[src/rtl/ctrl_pkg.sv]
// Shared encodings for the multi-cycle RV32I control unit: FSM states, opcodes,
// ALU operation codes and datapath mux selects.
package ctrl_pkg;

    typedef enum logic [3:0] {
        S_FETCH, S_DECODE, S_MEMADR, S_MEMRD, S_MEMWB, S_MEMWR, S_EXECR, S_EXECI,
        S_ALUWB, S_BRANCH, S_JAL, S_JALR, S_JLINK, S_LUI, S_AUIPC, S_TRAP
    } state_t;

    localparam logic [6:0] OP_LOAD   = 7'b0000011;
    localparam logic [6:0] OP_STORE  = 7'b0100011;
    localparam logic [6:0] OP_RTYPE  = 7'b0110011;
    localparam logic [6:0] OP_ITYPE  = 7'b0010011;
    localparam logic [6:0] OP_BRANCH = 7'b1100011;
    localparam logic [6:0] OP_JAL    = 7'b1101111;
    localparam logic [6:0] OP_JALR   = 7'b1100111;
    localparam logic [6:0] OP_LUI    = 7'b0110111;
    localparam logic [6:0] OP_AUIPC  = 7'b0010111;

    localparam logic [3:0] ALU_ADD  = 4'd0;
    localparam logic [3:0] ALU_SUB  = 4'd1;
    localparam logic [3:0] ALU_AND  = 4'd2;
    localparam logic [3:0] ALU_OR   = 4'd3;
    localparam logic [3:0] ALU_XOR  = 4'd4;
    localparam logic [3:0] ALU_SLT  = 4'd5;
    localparam logic [3:0] ALU_SLTU = 4'd6;
    localparam logic [3:0] ALU_SLL  = 4'd7;
    localparam logic [3:0] ALU_SRL  = 4'd8;
    localparam logic [3:0] ALU_SRA  = 4'd9;

    localparam logic [2:0] IMM_I = 3'b000;
    localparam logic [2:0] IMM_S = 3'b001;
    localparam logic [2:0] IMM_B = 3'b010;
    localparam logic [2:0] IMM_J = 3'b011;
    localparam logic [2:0] IMM_U = 3'b100;

    localparam logic [1:0] SRCA_PC    = 2'b00;
    localparam logic [1:0] SRCA_OLDPC = 2'b01;
    localparam logic [1:0] SRCA_RS1   = 2'b10;
    localparam logic [1:0] SRCA_ZERO  = 2'b11;

    localparam logic [1:0] SRCB_RS2  = 2'b00;
    localparam logic [1:0] SRCB_IMM  = 2'b01;
    localparam logic [1:0] SRCB_FOUR = 2'b10;

    localparam logic [1:0] RES_ALUOUT = 2'b00;
    localparam logic [1:0] RES_RDATA  = 2'b01;
    localparam logic [1:0] RES_ALURES = 2'b10;

    // funct3 010/011 are not branches; the FSM traps on them before using this
    function automatic logic branch_taken(input logic [2:0] f3, input logic z,
                                          input logic lt, input logic ltu);
        case (f3)
            3'b000:  return z;
            3'b001:  return !z;
            3'b100:  return lt;
            3'b101:  return !lt;
            3'b110:  return ltu;
            3'b111:  return !ltu;
            default: return 1'b0;
        endcase
    endfunction

endpackage

[src/rtl/multicycle_controlunit_alu_decoder.sv]
// ALU operation decode from funct3/funct7_5; subtraction only applies to R-type.
module alu_decoder
    import ctrl_pkg::*;
#(
    parameter int ALUCTRL_W = 4
) (
    input  logic [2:0]           i_funct3,
    input  logic                 i_funct7_5,
    input  logic                 i_is_r,
    output logic [ALUCTRL_W-1:0] o_alu_ctrl
);

    logic [3:0] w_alu;

    always_comb begin
        w_alu = ALU_ADD;
        unique case (i_funct3)
            3'b000: w_alu = (i_is_r && i_funct7_5) ? ALU_SUB : ALU_ADD;
            3'b001: w_alu = ALU_SLL;
            3'b010: w_alu = ALU_SLT;
            3'b011: w_alu = ALU_SLTU;
            3'b100: w_alu = ALU_XOR;
            3'b101: w_alu = i_funct7_5 ? ALU_SRA : ALU_SRL;
            3'b110: w_alu = ALU_OR;
            3'b111: w_alu = ALU_AND;
        endcase
    end

    assign o_alu_ctrl = ALUCTRL_W'(w_alu);

endmodule

[src/rtl/multicycle_controlunit.sv]
// Multi-cycle RV32I control FSM over a shared memory with a ready handshake.
// Optional retired-instruction counter enabled by defining CTRL_PERF_EN.
module multicycle_controlunit
    import ctrl_pkg::*;
#(
    parameter int ALUCTRL_W   = 4,
    parameter int MEM_TIMEOUT = 0,
    parameter int CNT_W       = 32
) (
    input  logic                 clk,
    input  logic                 rst,
    input  logic [6:0]           op,
    input  logic [2:0]           funct3,
    input  logic                 funct7_5,
    input  logic                 Zero,
    input  logic                 LT,
    input  logic                 LTU,
    input  logic                 mem_ready,
    output logic                 mem_req,
    output logic                 MemWrite,
    output logic                 AdrSrc,
    output logic                 IRWrite,
    output logic                 PCWrite,
    output logic                 RegWrite,
    output logic [1:0]           ResultSrc,
    output logic [1:0]           ALUSrcA,
    output logic [1:0]           ALUSrcB,
    output logic [2:0]           ImmSrc,
    output logic [ALUCTRL_W-1:0] ALUControl,
    output logic                 instr_done,
    output logic                 trap
`ifdef CTRL_PERF_EN
    ,
    output logic [CNT_W-1:0]     instret
`endif
);

    if (ALUCTRL_W < 4) begin : g_bad_aluctrl_w
        $error("ALUCTRL_W must be >= 4");
    end
    if (CNT_W < 1) begin : g_bad_cnt_w
        $error("CNT_W must be >= 1");
    end

    state_t                 r_state, w_next;
    logic [ALUCTRL_W-1:0]   w_alu_ctrl;
    logic                   w_timeout;

    alu_decoder #(.ALUCTRL_W(ALUCTRL_W)) u_alu_dec (
        .i_funct3   (funct3),
        .i_funct7_5 (funct7_5),
        .i_is_r     (r_state == S_EXECR),
        .o_alu_ctrl (w_alu_ctrl)
    );

    // Wait counter only exists when a timeout bound is configured
    if (MEM_TIMEOUT > 0) begin : g_tmo
        localparam int TW = (MEM_TIMEOUT > 1) ? $clog2(MEM_TIMEOUT + 1) : 1;
        logic [TW-1:0] r_wait_cnt;
        logic          w_mem_wait;

        assign w_mem_wait = !rst && !mem_ready &&
                            (r_state == S_FETCH || r_state == S_MEMRD || r_state == S_MEMWR);

        always_ff @(posedge clk) begin
            if (rst || !w_mem_wait) r_wait_cnt <= '0;
            else                    r_wait_cnt <= r_wait_cnt + 1'b1;
        end

        // Trapping as the count reaches the bound puts trap on the following cycle
        assign w_timeout = w_mem_wait && (r_wait_cnt == TW'(MEM_TIMEOUT - 1));
    end else begin : g_no_tmo
        assign w_timeout = 1'b0;
    end

    always_ff @(posedge clk) begin
        if (rst) r_state <= S_FETCH;
        else     r_state <= w_next;
    end

    always_comb begin
        w_next     = r_state;
        mem_req    = 1'b0;
        MemWrite   = 1'b0;
        AdrSrc     = 1'b0;
        IRWrite    = 1'b0;
        PCWrite    = 1'b0;
        RegWrite   = 1'b0;
        ResultSrc  = RES_ALUOUT;
        ALUSrcA    = SRCA_PC;
        ALUSrcB    = SRCB_FOUR;
        ImmSrc     = IMM_I;
        ALUControl = ALUCTRL_W'(ALU_ADD);
        instr_done = 1'b0;
        trap       = 1'b0;
        // While rst is high every output stays at its idle value
        if (!rst) begin
            unique case (r_state)
                S_FETCH: begin
                    mem_req   = 1'b1;
                    ResultSrc = RES_ALURES;
                    if (mem_ready) begin
                        IRWrite = 1'b1;
                        PCWrite = 1'b1;
                        w_next  = S_DECODE;
                    end else if (w_timeout) begin
                        w_next = S_TRAP;
                    end
                end
                S_DECODE: begin
                    ALUSrcA = SRCA_OLDPC;
                    ALUSrcB = SRCB_IMM;
                    ImmSrc  = IMM_B;
                    case (op)
                        OP_LOAD, OP_STORE: w_next = S_MEMADR;
                        OP_RTYPE:          w_next = S_EXECR;
                        OP_ITYPE:          w_next = S_EXECI;
                        OP_BRANCH:         w_next = S_BRANCH;
                        OP_JAL:            w_next = S_JAL;
                        OP_JALR:           w_next = S_JALR;
                        OP_LUI:            w_next = S_LUI;
                        OP_AUIPC:          w_next = S_AUIPC;
                        default:           w_next = S_TRAP;
                    endcase
                end
                S_MEMADR: begin
                    ALUSrcA = SRCA_RS1;
                    ALUSrcB = SRCB_IMM;
                    ImmSrc  = (op == OP_STORE) ? IMM_S : IMM_I;
                    w_next  = (op == OP_STORE) ? S_MEMWR : S_MEMRD;
                end
                S_MEMRD: begin
                    mem_req = 1'b1;
                    AdrSrc  = 1'b1;
                    if (mem_ready)      w_next = S_MEMWB;
                    else if (w_timeout) w_next = S_TRAP;
                end
                S_MEMWB: begin
                    ResultSrc  = RES_RDATA;
                    RegWrite   = 1'b1;
                    instr_done = 1'b1;
                    w_next     = S_FETCH;
                end
                S_MEMWR: begin
                    mem_req  = 1'b1;
                    MemWrite = 1'b1;
                    AdrSrc   = 1'b1;
                    if (mem_ready) begin
                        instr_done = 1'b1;
                        w_next     = S_FETCH;
                    end else if (w_timeout) begin
                        w_next = S_TRAP;
                    end
                end
                S_EXECR, S_EXECI: begin
                    ALUSrcA    = SRCA_RS1;
                    ALUSrcB    = (r_state == S_EXECR) ? SRCB_RS2 : SRCB_IMM;
                    ALUControl = w_alu_ctrl;
                    w_next     = S_ALUWB;
                end
                S_ALUWB: begin
                    RegWrite   = 1'b1;
                    instr_done = 1'b1;
                    w_next     = S_FETCH;
                end
                S_BRANCH: begin
                    ALUSrcA    = SRCA_RS1;
                    ALUSrcB    = SRCB_RS2;
                    ALUControl = ALUCTRL_W'(ALU_SUB);
                    if (funct3[2:1] == 2'b01) begin
                        w_next = S_TRAP;
                    end else begin
                        PCWrite    = branch_taken(funct3, Zero, LT, LTU);
                        instr_done = 1'b1;
                        w_next     = S_FETCH;
                    end
                end
                S_JAL: begin
                    ALUSrcA = SRCA_OLDPC;
                    PCWrite = 1'b1;
                    w_next  = S_ALUWB;
                end
                S_JALR: begin
                    ALUSrcA   = SRCA_RS1;
                    ALUSrcB   = SRCB_IMM;
                    ResultSrc = RES_ALURES;
                    PCWrite   = 1'b1;
                    w_next    = S_JLINK;
                end
                S_JLINK: begin
                    ALUSrcA    = SRCA_OLDPC;
                    ResultSrc  = RES_ALURES;
                    RegWrite   = 1'b1;
                    instr_done = 1'b1;
                    w_next     = S_FETCH;
                end
                S_LUI, S_AUIPC: begin
                    ALUSrcA = (r_state == S_LUI) ? SRCA_ZERO : SRCA_OLDPC;
                    ALUSrcB = SRCB_IMM;
                    ImmSrc  = IMM_U;
                    w_next  = S_ALUWB;
                end
                S_TRAP: begin
                    trap = 1'b1;
                end
                default: w_next = S_TRAP;
            endcase
        end
    end

`ifdef CTRL_PERF_EN
    logic [CNT_W-1:0] r_instret;

    always_ff @(posedge clk) begin
        if (rst)             r_instret <= '0;
        else if (instr_done) r_instret <= r_instret + 1'b1;
    end

    assign instret = r_instret;
`endif

endmodule

[config.mk]
export PLATFORM = sky130hd
export DESIGN_NAME = multicycle_controlunit
export DESIGN_NICKNAME = d
export VERILOG_FILES = /design/src/rtl/ctrl_pkg.sv /design/src/rtl/multicycle_controlunit_alu_decoder.sv /design/src/rtl/multicycle_controlunit.sv
export SDC_FILE = /design/constraint.sdc
export NUM_CORES = 1
export LEC_CHECK = 0
export ABC_AREA = 0
export BUFFER_PORTS_ARGS = -buffer_cell sky130_fd_sc_hd__buf_4
export CAP_MARGIN = 10
export CORE_UTILIZATION = 42
export DETAILED_ROUTE_END_ITERATION = 16
export HOLD_SLACK_MARGIN = 0.05
export PLACE_DENSITY = 0.75
export SETUP_SLACK_MARGIN = 0.2
export SYNTH_ARGS = -nofsm -noshare
export SYNTH_HDL_FRONTEND = slang
export SYNTH_SLANG_ARGS = --single-unit
export TNS_END_PERCENT = 50
[constraint.sdc]
create_clock -name clk -period 1.65 [get_ports clk]
set_clock_uncertainty 0.2 [all_clocks]
set_input_delay 0 -clock clk [delete_from_list [all_inputs] [get_ports clk]]
set_output_delay 0 -clock clk [all_outputs]
set_load 0.05 [all_outputs]
==> out/qor.yml, run 1 <==
status: "did not finish"
failed_stage: "global routing"
error_line: "[ERROR DPL-0038] Utilization greater than 100%, impossible to legalize"
syn-mean-instance-area_sq_um: 6.23
io_pins: 38
ys_types: 40
ys.flop_type: "dfxtp_1"
cts_root_buf: "clkbuf_4"
worst_endpoint: "ALUSrcB[1]"
netlist_instances: 139
dpl_worst_slack_ns: 0.00829
initial_core_util_pct: 44.6
yosysWarnings: 0
num_rows: 16
cts_made_buffers: 3
dp_hpwl_um: 2170
io_buffer_count: 37
clock_path_buffers: 2
gp_congestion: 0.867
grt_max_degree: 18
yosysTopAreaCell: "dfxtp_1"
netlist_area_sq_um: 866
synth-edff-count: 0
die_w_um: 47.4
htree_num_levels: 1
async_flop_share_pct: 0
synth_nets: 156
worst-ep-kind: "top-level output"
synth_area_leaders: "dfxtp_1 9.2%, nor2_1 9.1%, a21oi_1 6.4%"
netlist.area_leader.share_pct: 9.25
seq_area_frac_synth_pct: 9.25
place_area_sq_mm: 0.00151
numClockSinks: 4
yosys_register_bits: 4
die_h_um: 47.4
-- cells in the mapped netlist, types with 2 or more instances --
master    number
xor2_1         2
or3_1          2
and3_1         3
dfxtp_1        4
a21oi_1       11
nor2_1        21
nand2b_1       5
a31oi_1        5
nor4b_1        2
o41ai_1        2
xnor2_1        4
o311ai_0       2
inv_1          3
nor2b_1        7
mux2i_1        3
nor3_1         9
buf_2          3
o21ai_0        7
nor4_1         2
buf_1          2
nand2_1        8
clkbuf_1       9
a21o_1         2
a32oi_1        2
nand3_1        2
a311oi_1       2
or4_4          2
-- timing repair --
item                       4_1_cts
hold endpoints to repair         4
setup endpoints to repair       24
pin swaps                       13
gates cloned                     1
setup buffers                    9
hold buffers                     4
resized for setup               57
-- stage by stage --
stage / hold slack, ns / cells
2_1_floorplan: -0.0118 / 139
3_3_place_gp: 0.123 / 211
3_5_place_dp: 0.129 / 211
4_1_cts: -0.0844 / 228
-- cell families after synthesis --
logic type	synth area share [%]
buffers and inverters	7.80
flip-flops	9.25
AND/OR/NAND/NOR	41.9
AO/OA/AOI/OAI	30.2
multiplexers	4.77
XOR/XNOR	6.07
==> inputs of run 2 (changes only) <==
Settings changed: CORE_AREA from default to 2 2 63 65, CORE_UTILIZATION 42 to default, DIE_AREA from default to 0 0 65 67, HOLD_SLACK_MARGIN 0.05 to default, PLACE_DENSITY 0.75 to default, PLACE_DENSITY_LB_ADDON from default to 0.15, SETUP_SLACK_MARGIN 0.2 to default.
Clock period 1.65 ns to 2.15 ns, I/O delays scaled along.
==> run 2 against run 1 <==
Compared with the run above:
- the run now ends clean
- synthesized area did not move
- synthesized cell count stayed put
==> out/qor.yml, run 2 <==
status: "completed"
nets: 193
yosys_register_bits: 4
synth_area_leaders: "dfxtp_1 9.2%, nor2_1 9.1%, a21oi_1 6.4%"
clock_path_buffers: 2
finalPower_mw: 1.62
cts_made_buffers: 3
numClockSinks: 4
crit_family: "flip-flops"
drc: 0
clk_pin_slew_ns: 0.03
grt_max_degree: 24
cts_root_buf: "clkbuf_8"
layout-drive-gt1-share_pct: 28.7
die_w_um: 65
cp.arrival_ns: 1.80
hp-class: "in2reg"
final_cell_mix: "42 x buf_4, 21 x nor2_1, 11 x a21oi_1"
min_from: "op[5]"
fp.coreArea_sq_mm: 0.00361
num_vias: 1156
yosysTopAreaCell: "dfxtp_1"
n_antenna_cell: 0
syn-mean-instance-area_sq_um: 6.23
ys.flop_type: "dfxtp_1"
async_flop_share_pct: 0
top_regs: "r_state: 4 flops"
dieArea_sq_mm: 0.00436
setup_viol: 0
period_share_pct: 93.0
initial_core_util_pct: 24.0
tightest_slew_ns: 0.516
postRouteWirelength_um: 2980
io_buffer_count: 37
cp_slowest_stage_delay_ns: 0.56
yosysMostFrequentCell: "nor2_1"
seq_area_frac_synth_pct: 9.25
largest-register: "r_state"
firstDrtPassIters: 4
path_class: "reg2out"
slew_viol_final: 0
startpoint_type: "register"
grt_usage_pct: 14.1
r2r-start: "r_state[0]"
syn_to_final_growth_pct: 47.0
grt_pass1_wl_um: 4890
cp_data_required_time_ns: 1.95
largest_reg_flops: 4
maxSlewHeadroom_pct: 65.6
netlist_area_sq_um: 866
ys_types: 40
hold_slack_ns: 0.00544
powerDensity_mw_per_mm2: 1270
leakage_nw: 0.531
htree_num_levels: 1
netlist.area_leader.share_pct: 9.25
cts_tree: "yes"
netlist_instances: 139
grt_setup_unrepaired: "no"
drv_cap: 0
critPathLaunch: "r_state[2]"
cp_max_fo: 13
synthTopCellsByCount: "21 x nor2_1, 11 x a21oi_1, 9 x clkbuf_1, 9 x nor3_1, 8 x nand2_1"
critPathCaptureType: "primary output"
clock_latency_ns: 0.22
dp_hpwl_um: 2250
critical_path_buf_inv_count: 1
wl_per_cell_um: 13.4
max_freq_ghz: 0.500
gp_congestion: 0.884
crit_slowest_cell: "dfxtp_1"
routed_via_density: 5.21
synth-edff-count: 0
ant_nets: 0
io_pins: 38
die_h_um: 67
final_common_cell: "buf_4"
grt-ovfl-total: 0
path_cells: "nand2b_1 -> or3_1 -> a21oi_1 -> a21o_1 -> buf_4"
yosysWarnings: 0
synth_nets: 156
peakVddDrop_uv: 383
antenna_found_initial: 0
fin_crit_ns: 2.00
grt_pass1_vias: 1068
num_rows: 22
initialDrtViolationCount: 43
finalHoldViolCount: 0
run 2: cell counts after synthesis:
No cell type changed its count.
run 2: layer usage:
metal,track usage (%),routed length [um],vias to the layer above
li1,-,-,579
met1,18.8,1360,510
met2,22.8,1350,59
met3,1.52,203,8
met4,5.85,68,0
met5,0,0,-
run 2: cells by family (layout without fill, tap and decap cells):
logic type | after synthesis | in the layout | share of synthesized area, %
flip-flops | 4 | 4 | 9.25
AO/OA/AOI/OAI | 40 | 40 | 30.2
buffers and inverters | 17 | 52 | 7.80
multiplexers | 4 | 4 | 4.77
XOR/XNOR | 6 | 6 | 6.07
AND/OR/NAND/NOR | 68 | 68 | 41.9
run 2: final timing paths:
| check | end | slack [ns] | cells past startpoint |
|---|---|---|---|
| worst max-delay path | ALUControl[0] | 0.15 | 5 |
| worst min-delay path | r_state[0] | 0.005 | 4 |
| worst max register to register | r_state[0] | 0.36 | 4 |
| worst min register to register | r_state[3] | 0.57 | 3 |
run 2: cell type report:
class / instances / area, sq um
Clock buffer: 3 / 41.3
Fill cell: 409 / 2330
Inverter: 3 / 11.3
Multi-Input combinational cell: 118 / 724
Sequential cell: 4 / 80.1
Tap cell: 48 / 60.1
Timing Repair Buffer: 46 / 355
run 2: repair_timing:
action	in CTS	in global routing
resized for setup	0	0
hold endpoints to repair	4	0
hold buffers	4	0
buffers inserted	0	0
run 2: power breakdown:
| group | internal [mW] | switching (mW) | leakage, nW | total [mW] |
|---|---|---|---|---|
| Clock | 0.120 | 0.0412 | 0.0216 | 0.161 |
| Sequential | 0.107 | 0.0634 | 0.0329 | 0.170 |
| Combinational | 0.452 | 0.836 | 0.476 | 1.29 |
run 2: worst reg2reg max path, stage by stage, from the launching register on:
cell	delay, ns
dfxtp_1	0.63
nand2b_1	0.23
nor2_1	0.27
o211ai_1	0.13
a221oi_1	0.23
run 2: stage by stage:
step | TNS [ns] | setup WS [ns] | cells | cell area [sq um] | util [%]
finish | 0 | 0.151 | 222 | 1270 | 35.3
CTS | 0 | 0.157 | 222 | 1270 | 35.3
global placement | 0 | 0.401 | 215 | 1190 | 33.0
detailed placement | 0 | 0.353 | 215 | 1190 | 33.0
global route | 0 | 0.0125 | 222 | 1270 | 35.3
floorplan | -1.01 | -0.298 | 139 | 872 | -
(Power assumes the default switching activity.)
